`src/rtl/div_pkg.sv`:
```
// rtl/div_pkg.sv - shared widths, state encodings and sign helper for the sequential divider
package div_pkg;

  localparam int NBITS = 32;
  localparam int CNT_W = 6;
  localparam logic [CNT_W-1:0] ITER_COUNT = 6'd32;

  typedef logic [1:0] state_t;
  localparam state_t ST_IDLE = 2'd0;
  localparam state_t ST_RUN  = 2'd1;
  localparam state_t ST_FIX  = 2'd2;

  function automatic logic [NBITS-1:0] neg_if(input logic neg, input logic [NBITS-1:0] v);
    return neg ? -v : v;
  endfunction

endpackage

```
`src/rtl/div_if.sv`:
```
// rtl/div_if.sv - operand/result bundle of the divider; DIV_UNSIGNED_EN adds is_unsigned
interface div_if;
  import div_pkg::*;

  logic [NBITS-1:0] a;
  logic [NBITS-1:0] b;
  logic             init;
  logic             stop;
  logic [NBITS-1:0] hi;
  logic [NBITS-1:0] lo;
  logic             busy;
  logic             done;
  logic             div_zero;
`ifdef DIV_UNSIGNED_EN
  logic             is_unsigned;

  modport master (output a, b, init, stop, is_unsigned,
                  input  hi, lo, busy, done, div_zero);
  modport slave  (input  a, b, init, stop, is_unsigned,
                  output hi, lo, busy, done, div_zero);
`else
  modport master (output a, b, init, stop,
                  input  hi, lo, busy, done, div_zero);
  modport slave  (input  a, b, init, stop,
                  output hi, lo, busy, done, div_zero);
`endif

endinterface

```
`src/rtl/div_step.sv`:
```
// rtl/div_step.sv - one combinational restoring shift-subtract iteration
module div_step
  import div_pkg::*;
(
  input  logic [NBITS-1:0] r_in,
  input  logic [NBITS-1:0] q_in,
  input  logic [NBITS-1:0] d_in,
  output logic [NBITS-1:0] r_out,
  output logic [NBITS-1:0] q_out
);

  logic [NBITS:0]   r_sh;
  logic [NBITS-1:0] r_sub;

  always_comb begin
    r_sh  = {r_in, q_in[NBITS-1]};
    // only taken when r_sh >= d, so the difference always fits in NBITS bits
    r_sub = r_sh[NBITS-1:0] - d_in;
    if (r_sh >= {1'b0, d_in}) begin
      r_out = r_sub;
      q_out = {q_in[NBITS-2:0], 1'b1};
    end else begin
      r_out = r_sh[NBITS-1:0];
      q_out = {q_in[NBITS-2:0], 1'b0};
    end
  end

endmodule

```
`src/rtl/div.sv`:
```
// rtl/div.sv - sequential 32-bit MIPS DIV (DIVU when DIV_UNSIGNED_EN), quotient to lo, remainder to hi
module div
  import div_pkg::*;
(
  input  logic clk,
  input  logic rst,
  div_if.slave io
);

  state_t           state_q, state_d;
  logic [CNT_W-1:0] cnt_q, cnt_d;
  logic [NBITS-1:0] r_q, r_d;
  logic [NBITS-1:0] q_q, q_d;
  logic [NBITS-1:0] dv_q, dv_d;
  logic             neg_quo_q, neg_quo_d;
  logic             neg_rem_q, neg_rem_d;
  logic             zero_q, zero_d;
  logic [NBITS-1:0] hi_q, hi_d;
  logic [NBITS-1:0] lo_q, lo_d;
  logic             busy_q, busy_d;
  logic             done_q, done_d;
  logic             dz_q, dz_d;

  logic             op_unsigned;
  logic [NBITS-1:0] step_r, step_q;

`ifdef DIV_UNSIGNED_EN
  assign op_unsigned = io.is_unsigned;
`else
  assign op_unsigned = 1'b0;
`endif

  div_step u_step (
    .r_in  (r_q),
    .q_in  (q_q),
    .d_in  (dv_q),
    .r_out (step_r),
    .q_out (step_q)
  );

  always_comb begin
    state_d   = state_q;
    cnt_d     = cnt_q;
    r_d       = r_q;
    q_d       = q_q;
    dv_d      = dv_q;
    neg_quo_d = neg_quo_q;
    neg_rem_d = neg_rem_q;
    zero_d    = zero_q;
    hi_d      = hi_q;
    lo_d      = lo_q;
    busy_d    = busy_q;
    done_d    = 1'b0;
    dz_d      = 1'b0;

    case (state_q)
      ST_IDLE: begin
        if (io.init && !io.stop) begin
          busy_d = 1'b1;
          if (io.b == '0) begin
            zero_d  = 1'b1;
            state_d = ST_FIX;
          end else begin
            q_d       = neg_if(!op_unsigned && io.a[NBITS-1], io.a);
            dv_d      = neg_if(!op_unsigned && io.b[NBITS-1], io.b);
            r_d       = '0;
            neg_quo_d = !op_unsigned && (io.a[NBITS-1] ^ io.b[NBITS-1]);
            neg_rem_d = !op_unsigned && io.a[NBITS-1];
            zero_d    = 1'b0;
            cnt_d     = ITER_COUNT;
            state_d   = ST_RUN;
          end
        end
      end
      ST_RUN: begin
        if (io.stop) begin
          busy_d  = 1'b0;
          state_d = ST_IDLE;
        end else begin
          r_d   = step_r;
          q_d   = step_q;
          cnt_d = cnt_q - 6'd1;
          if (cnt_q == 6'd1) state_d = ST_FIX;
        end
      end
      ST_FIX: begin
        busy_d  = 1'b0;
        zero_d  = 1'b0;
        state_d = ST_IDLE;
        if (!io.stop) begin
          // a zero divisor reports through div_zero and leaves hi/lo untouched
          if (!zero_q) begin
            lo_d = neg_if(neg_quo_q, q_q);
            hi_d = neg_if(neg_rem_q, r_q);
          end
          done_d = 1'b1;
          dz_d   = zero_q;
        end
      end
      default: begin
        busy_d  = 1'b0;
        state_d = ST_IDLE;
      end
    endcase
  end

  always_ff @(posedge clk or negedge rst) begin
    if (!rst) begin
      state_q   <= ST_IDLE;
      cnt_q     <= '0;
      r_q       <= '0;
      q_q       <= '0;
      dv_q      <= '0;
      neg_quo_q <= 1'b0;
      neg_rem_q <= 1'b0;
      zero_q    <= 1'b0;
      hi_q      <= '0;
      lo_q      <= '0;
      busy_q    <= 1'b0;
      done_q    <= 1'b0;
      dz_q      <= 1'b0;
    end else begin
      state_q   <= state_d;
      cnt_q     <= cnt_d;
      r_q       <= r_d;
      q_q       <= q_d;
      dv_q      <= dv_d;
      neg_quo_q <= neg_quo_d;
      neg_rem_q <= neg_rem_d;
      zero_q    <= zero_d;
      hi_q      <= hi_d;
      lo_q      <= lo_d;
      busy_q    <= busy_d;
      done_q    <= done_d;
      dz_q      <= dz_d;
    end
  end

  assign io.hi       = hi_q;
  assign io.lo       = lo_q;
  assign io.busy     = busy_q;
  assign io.done     = done_q;
  assign io.div_zero = dz_q;

endmodule

```
`src/flat_wrapper.sv`:
```
// flat-port wrapper written by rule: the top's interface ports become plain ports
module div_flat import div_pkg::*;
  (clk, rst, io_a, io_b, io_init, io_stop, io_hi, io_lo, io_busy, io_done, io_div_zero);
  div_if io_i ();
  input  logic clk;
  input  logic rst;
  input wire logic [$bits(io_i.a)-1:0] io_a;
  input wire logic [$bits(io_i.b)-1:0] io_b;
  input wire logic [$bits(io_i.init)-1:0] io_init;
  input wire logic [$bits(io_i.stop)-1:0] io_stop;
  output wire logic [$bits(io_i.hi)-1:0] io_hi;
  output wire logic [$bits(io_i.lo)-1:0] io_lo;
  output wire logic [$bits(io_i.busy)-1:0] io_busy;
  output wire logic [$bits(io_i.done)-1:0] io_done;
  output wire logic [$bits(io_i.div_zero)-1:0] io_div_zero;
  assign io_i.a = io_a;
  assign io_i.b = io_b;
  assign io_i.init = io_init;
  assign io_i.stop = io_stop;
  assign io_hi = io_i.hi;
  assign io_lo = io_i.lo;
  assign io_busy = io_i.busy;
  assign io_done = io_i.done;
  assign io_div_zero = io_i.div_zero;
  div u_core (.clk(clk), .rst(rst), .io(io_i));
endmodule
```
`config.mk`:
```
export PLATFORM = sky130hd
export DESIGN_NAME = div_flat
export DESIGN_NICKNAME = d
export VERILOG_FILES = /design/src/rtl/div_pkg.sv /design/src/rtl/div_if.sv /design/src/rtl/div_step.sv /design/src/rtl/div.sv /design/src/flat_wrapper.sv
export SDC_FILE = /design/constraint.sdc
export NUM_CORES = 1
export LEC_CHECK = 0
export ABC_AREA = 0
export CAP_MARGIN = 5
export CORE_ASPECT_RATIO = 1.2
export CORE_MARGIN = 10
export CORE_UTILIZATION = 48
export CTS_CLUSTER_DIAMETER = 30
export DETAILED_ROUTE_END_ITERATION = 6
export GPL_TIMING_DRIVEN = 0
export MAX_ROUTING_LAYER = met4
export PLACE_DENSITY = 0.7
export SYNTH_ARGS = -nofsm -noshare
export SYNTH_HDL_FRONTEND = slang
export SYNTH_SLANG_ARGS = --single-unit
```
`constraint.sdc`:
```
create_clock -name clk -period 3.6 [get_ports clk]
set_clock_uncertainty 0.2 [all_clocks]
set_input_delay 0.72 -clock clk [delete_from_list [all_inputs] [get_ports clk]]
set_output_delay 0.72 -clock clk [all_outputs]
set_load 0.01 [all_outputs]
```
* Word level (Yosys, flattened, before mapping) *
Cells that the tools add are included.

word-level totals
  input port bits = 68
  output and inout bits = 67
  register bits after elaboration = 174
  word-level logic and storage cells = 77

cells by class
  order comparisons = 1
  add/subtract/negate cells = 6
  reduce and logical (&&, ||, !) cells = 12
  eq/ne operators = 8
  muxes and demuxes = 33
  bitwise operators = 4

operator list
  operator                                           number
  2-to-1 mux 32 bit                                  11
  negation 32 bit                                    4
  case mux 32 bit (2 select lines)                   2
  >= comparator 33 x 32 -> 1 bit                     1
  logical NOT 32 bit                                 1
  subtractor 32 bit                                  1
  2-to-1 mux 6 bit                                   3
  case mux 6 bit (2 select lines)                    1
  2-to-1 mux 1 bit                                   9
  2-to-1 mux 2 bit                                   4
  == test 6 x 1 -> 1 bit (second input constant)     1
  != test 2 bit (second input constant)              3
  AND reduction 2 bit                                3
  AND reduction 3 bit                                2
  subtractor 6 x 1 -> 6 bit (second input constant)  1
  case mux 1 bit (2 select lines)                    2
  case mux 2 bit (2 select lines)                    1
  AND reduction 4 bit                                1
  nonzero test 2 bit                                 2
  != test 3 x 2 -> 1 bit (second input constant)     1
  NOT 1 bit                                          3
  == test 2 x 1 -> 1 bit (second input constant)     1
  == test 2 bit (second input constant)              1
  logical NOT 2 bit                                  1
  other kinds (4)                                    4

* Longest topological paths before layout *
  depth after elaboration = 5
  gate-level depth with buffers = 14
  mapped depth without buffers = 13

* By module *
Synthesis repeated with hierarchy kept, for this count alone.

unflattened totals
  cell total of the unflattened synthesis = 1327
  area, all modules = 11787.6 um^2

modules (own cells, without submodules)
  module    cells each  sequential area each (um^2)  area each (um^2)  instances
  div       973         4354.2                       9223.8            1
  div_step  354         0.0                          2563.7            1

* Worst setup path before layout *
No wires, ideal clock.

  path kind = input port to flip-flop
  start = input port io_a[17]
  end = register u_core.q_q[26]
  data arrival time = 2934 ps
  required time = 3270 ps
  buffers on the path = 0
  stages on the path = 9
  setup slack = 336 ps
  path through = or3_1 -> or3_1 -> or2_2 -> or4_1 -> o41ai_1 -> xor2_1 -> nor2_1 -> a21oi_1 -> o21ai_1

on the way
  word-level cells in the longest chain between the ends = 5

ends and longest elaborated chain
  what                              line               source
  from (decl)                       flat_wrapper.sv:7  input wire logic [$bits(io_i.a)-1:0] io_a;
  negation 32 bit                   div_pkg.sv:14      return neg ? -v : v;
  2-to-1 mux 32 bit                 div_pkg.sv:14
  2-to-1 mux 32 bit                 div.sv:60          if (io.b == '0) begin
  2-to-1 mux 32 bit                 div.sv:58          if (io.init && !io.stop) begin
  case mux 32 bit (2 select lines)  div.sv:56          case (state_q)
  to (signal assigned)              div.sv:126         q_q <= q_d;
  to (decl)                         div.sv:13          logic [NBITS-1:0] q_q, q_d;

No other way between the ends. The select of a mux whose other input is x is not followed.
A chain may end at the register's enable or synchronous reset.

* Final worst setup path *
  start = input port io_a[1]
  end = register u_core.q_q[26]

The elaborated chain is that of the path after synthesis.

==> impl_metrics.yaml <==
routing:
  wl_per_cell_um: 18.4
  vias: 10223
  routed_via_density: 5.58
  wl_mm: 33.7
  first_pass_iters: 5
  drtIter0Drc: 706
  detail_route.drc_violations: 0
  antenna_left: 0
synthesis:
  ys_top_cells_by_area: "dfrtp_1 (39%), xor2_1 (8.5%), a21oi_1 (6.7%)"
  syn_avg_cell_area_um2: 8.37
  synth_flop_cell: "dfrtp_1"
  seq_area_frac_synth_pct: 38.8
  yosys_warnings: 0
  synth_seq_cells: 174
  synth-edff-count: 0
  syn_inst: 1340
  synth_top_area_share_pct: 38.8
  synthArstFlopShare_pct: 100
  synth.cell_area_um2: 11200
  synth.net_count: 1447
  synth_largest_area_cell: "dfrtp_1"
  yosysUniqueCellTypes: 70
worst_setup_path:
  slowest_stage: "or4_4"
  crit_start: "io_a[1]"
  critPathKind: "in2reg"
  crit_fanout: 5
  required_ps: 3700
  worst-path-buf-inv: 2
  rr_worst_depth: 11
  r2r_start: "u_core.r_q[23]"
  startpoint_type: "input pin"
  crit_family: "simple AND/OR/NAND/NOR gates"
  path_common_cell: "or4_4"
  crit_path_cell_trace: "clkdlybuf4s50_1 -> inv_1 -> ha_2 -> nand4_1 -> or4_4 -> or4_4 -> o41ai_4 -> xor2_1 -> nor2_1 -> a21oi_1 -> o21ai_1"
  crit_path_max_incr_delay_ps: 650
  path_depth: 11
  worstPathArrival_ps: 3610
  crit_path_end_kind: "register"
timing:
  finalWorstPathRequiredPeriod_ps: 3510
  slew_headroom_pct: 34.9
  hold_viol: 0
  worst_slack_ps: 85.9
  worst-slew-pin-transition_ps: 968
  post-route-period-util_pct: 97.6
  report.final.slew_viol_count: 0
  fmax_mhz: 285
  setup_viol: 0
final_layout:
  drive_gt1_share_pct: 7.98
  final_area_um2: 13900
  post-route-util_pct: 60.1
  final_cell_mix: "dfrtp_1 (173), nor2_1 (154), a21oi_1 (148), nand2_1 (147), clkdlybuf4s50_1 (123)"
  nets: 1611
  n_antenna_cell: 0
  fillers: 2172
  area_delta_synth_final_pct: 23.9
  final_common_cell: "dfrtp_1"
hold_path:
  hp-class: "in2async"
floorplanning:
  die_area_um2: 29900
  coreArea_um2: 23100
  io_pins: 135
  die_y_um: 187
  num_rows: 61
  dieWidth_um: 160
  initial_utilization_pct: 48.5
clock_tree:
  cts_sinks: 174
  cts_buffers: 17
  clock_path_buffers: 2
  tritoncts: "built"
  cts_root_buf: "clkbuf_16"
  h-tree-depth: 4
  cts.clk_slew.worst_paths_ps: 70
  clk_latency_ps: 430
global_route:
  first_global_vias: 10158
  grt_usage_pct: 22.8
  grt_max_degree: 105
  grt_overflow: 0
  antenna_found_initial: 0
  grt_first_pass_wirelength_mm: 54.3
pwr:
  p_leak_nw: 6.20
  total_power_mw: 12.2
  peakVddDrop_mv: 0.404
  p_per_area_nw_per_um2: 876
placement:
  hpwl_mm: 26.2
  pre_cts_slack_ps: -1220
  placed_cell_area_um2: 13000
  port_buffers: 134
  place_congestion: 0.942
run:
  max-cap-violations: 0
outcome:
  status: "finished clean"
==> final timing paths <==
check | to | slack, ps
min in group clk | u_core.dv_q[31] | 280
max in group asynchronous | u_core.r_q[23] | 2270
worst max-delay path | u_core.q_q[26] | 90
worst min-delay path | u_core.io.lo[28] | 30
worst max register to register | u_core.r_q[1] | 150
worst min register to register | u_core.dv_q[31] | 280
==> flip-flops by register name, indices dropped and copies added (netlist names), 2 cells and up <==
| signal | cells |
|---|---|
| u_core.q_q | 32 |
| u_core.io.lo | 32 |
| u_core.r_q | 32 |
| u_core.state_q | 2 |
| u_core.io.hi | 32 |
| u_core.cnt_q | 6 |
| u_core.dv_q | 32 |
==> metrics by stage <==
stage,hold slack (ps),instances,setup TNS (ps)
after floorplan,224,1340,0
final,26.3,1831,0
after global placement,257,1789,-1069570
after detailed placement,271,1790,-119020
after global routing,64.8,1831,-1.70
after CTS,49.4,1821,0
==> Yosys cell counts (3+ instances only) <==
cell type,count
nand2_1,147
ha_1,38
o21ai_1,56
nand3_1,13
buf_1,4
or4_1,12
inv_1,49
nand2b_1,14
o221ai_1,4
o21bai_1,3
o31a_1,4
dfrtp_1,174
nor2b_1,8
nor2_1,155
a32oi_1,12
mux2_2,3
o211ai_1,3
o21ai_0,84
or3_1,20
clkbuf_1,57
xnor2_1,37
nor4_1,8
nand4_1,11
xor2_1,109
o41ai_1,14
o31ai_1,35
or3_4,3
mux2i_1,9
o31ai_2,4
buf_2,16
and3_1,4
or4_4,3
a31oi_1,4
nor3_1,17
a21oi_1,150
a21o_1,13
==> final cells by class <==
class	count	area [um^2]	share of cell area, %
multi-input combinational	1038	6510	46.9
inverter	49	184	1.32
buffer	74	360	2.59
sequential	174	4360	31.3
tap	315	394	2.84
clock inverter	13	140	1.01
clock buffer	18	439	3.16
timing repair buffer	150	1510	10.9
==> worst register-to-register path, delay by kind of cell, from the launching register on <==
| family | cells | cell delay (ps) |
|---|---|---|
| AO/OA/AOI/OAI | 6 | 1520 |
| adder cells (fa/ha/maj) | 1 | 300 |
| buffers and inverters | 2 | 510 |
| flip-flops | 1 | 490 |
| multiplexers | 1 | 220 |
| AND/OR/NAND/NOR | 1 | 80 |
==> repair_timing <==
action | 4_1_cts | 5_1_grt
endpoints found under the setup margin | 105 | 157
setup buffers | 2 | 12
cloned | 0 | 1
hold endpoints to repair | 0 | 0
hold buffers | 0 | 0
pin swaps | 2 | 14
resized for setup | 21 | 55
==> kinds of logic (layout without fill, tap and decap cells) <==
group / Yosys count / count (layout) / synth area share (%)
simple gates: 432 / 432 / 17.9
xor+xnor: 146 / 146 / 11.4
buf+inv: 128 / 304 / 4.53
fa+ha+maj: 39 / 39 / 4.42
compound gates: 408 / 408 / 21.7
mux: 13 / 13 / 1.21
flops: 174 / 174 / 38.8
==> metal layers <==
metal | part of all wire [%] | up-vias | GRT usage [%] | wire length, um
li1 | - | 5047 | - | -
met3 | 3.5 | 40 | 2.60 | 1190
met4 | 1.8 | 0 | 6.50 | 607
met1 | 43 | 4888 | 27.1 | 14500
met5 | 0 | - | - | 0
met2 | 52 | 248 | 39.9 | 17400
==> where the power goes <==
part | total [mW] | switching, mW | internal (mW) | leakage [nW]
logic | 6.68 | 3.85 | 2.83 | 3.67
clock network | 1.84 | 0.798 | 1.04 | 0.275
registers | 3.66 | 0.876 | 2.79 | 2.26
total | 12.2 | 5.52 | 6.66 | 6.20
Power figures use the tool's default switching activity.
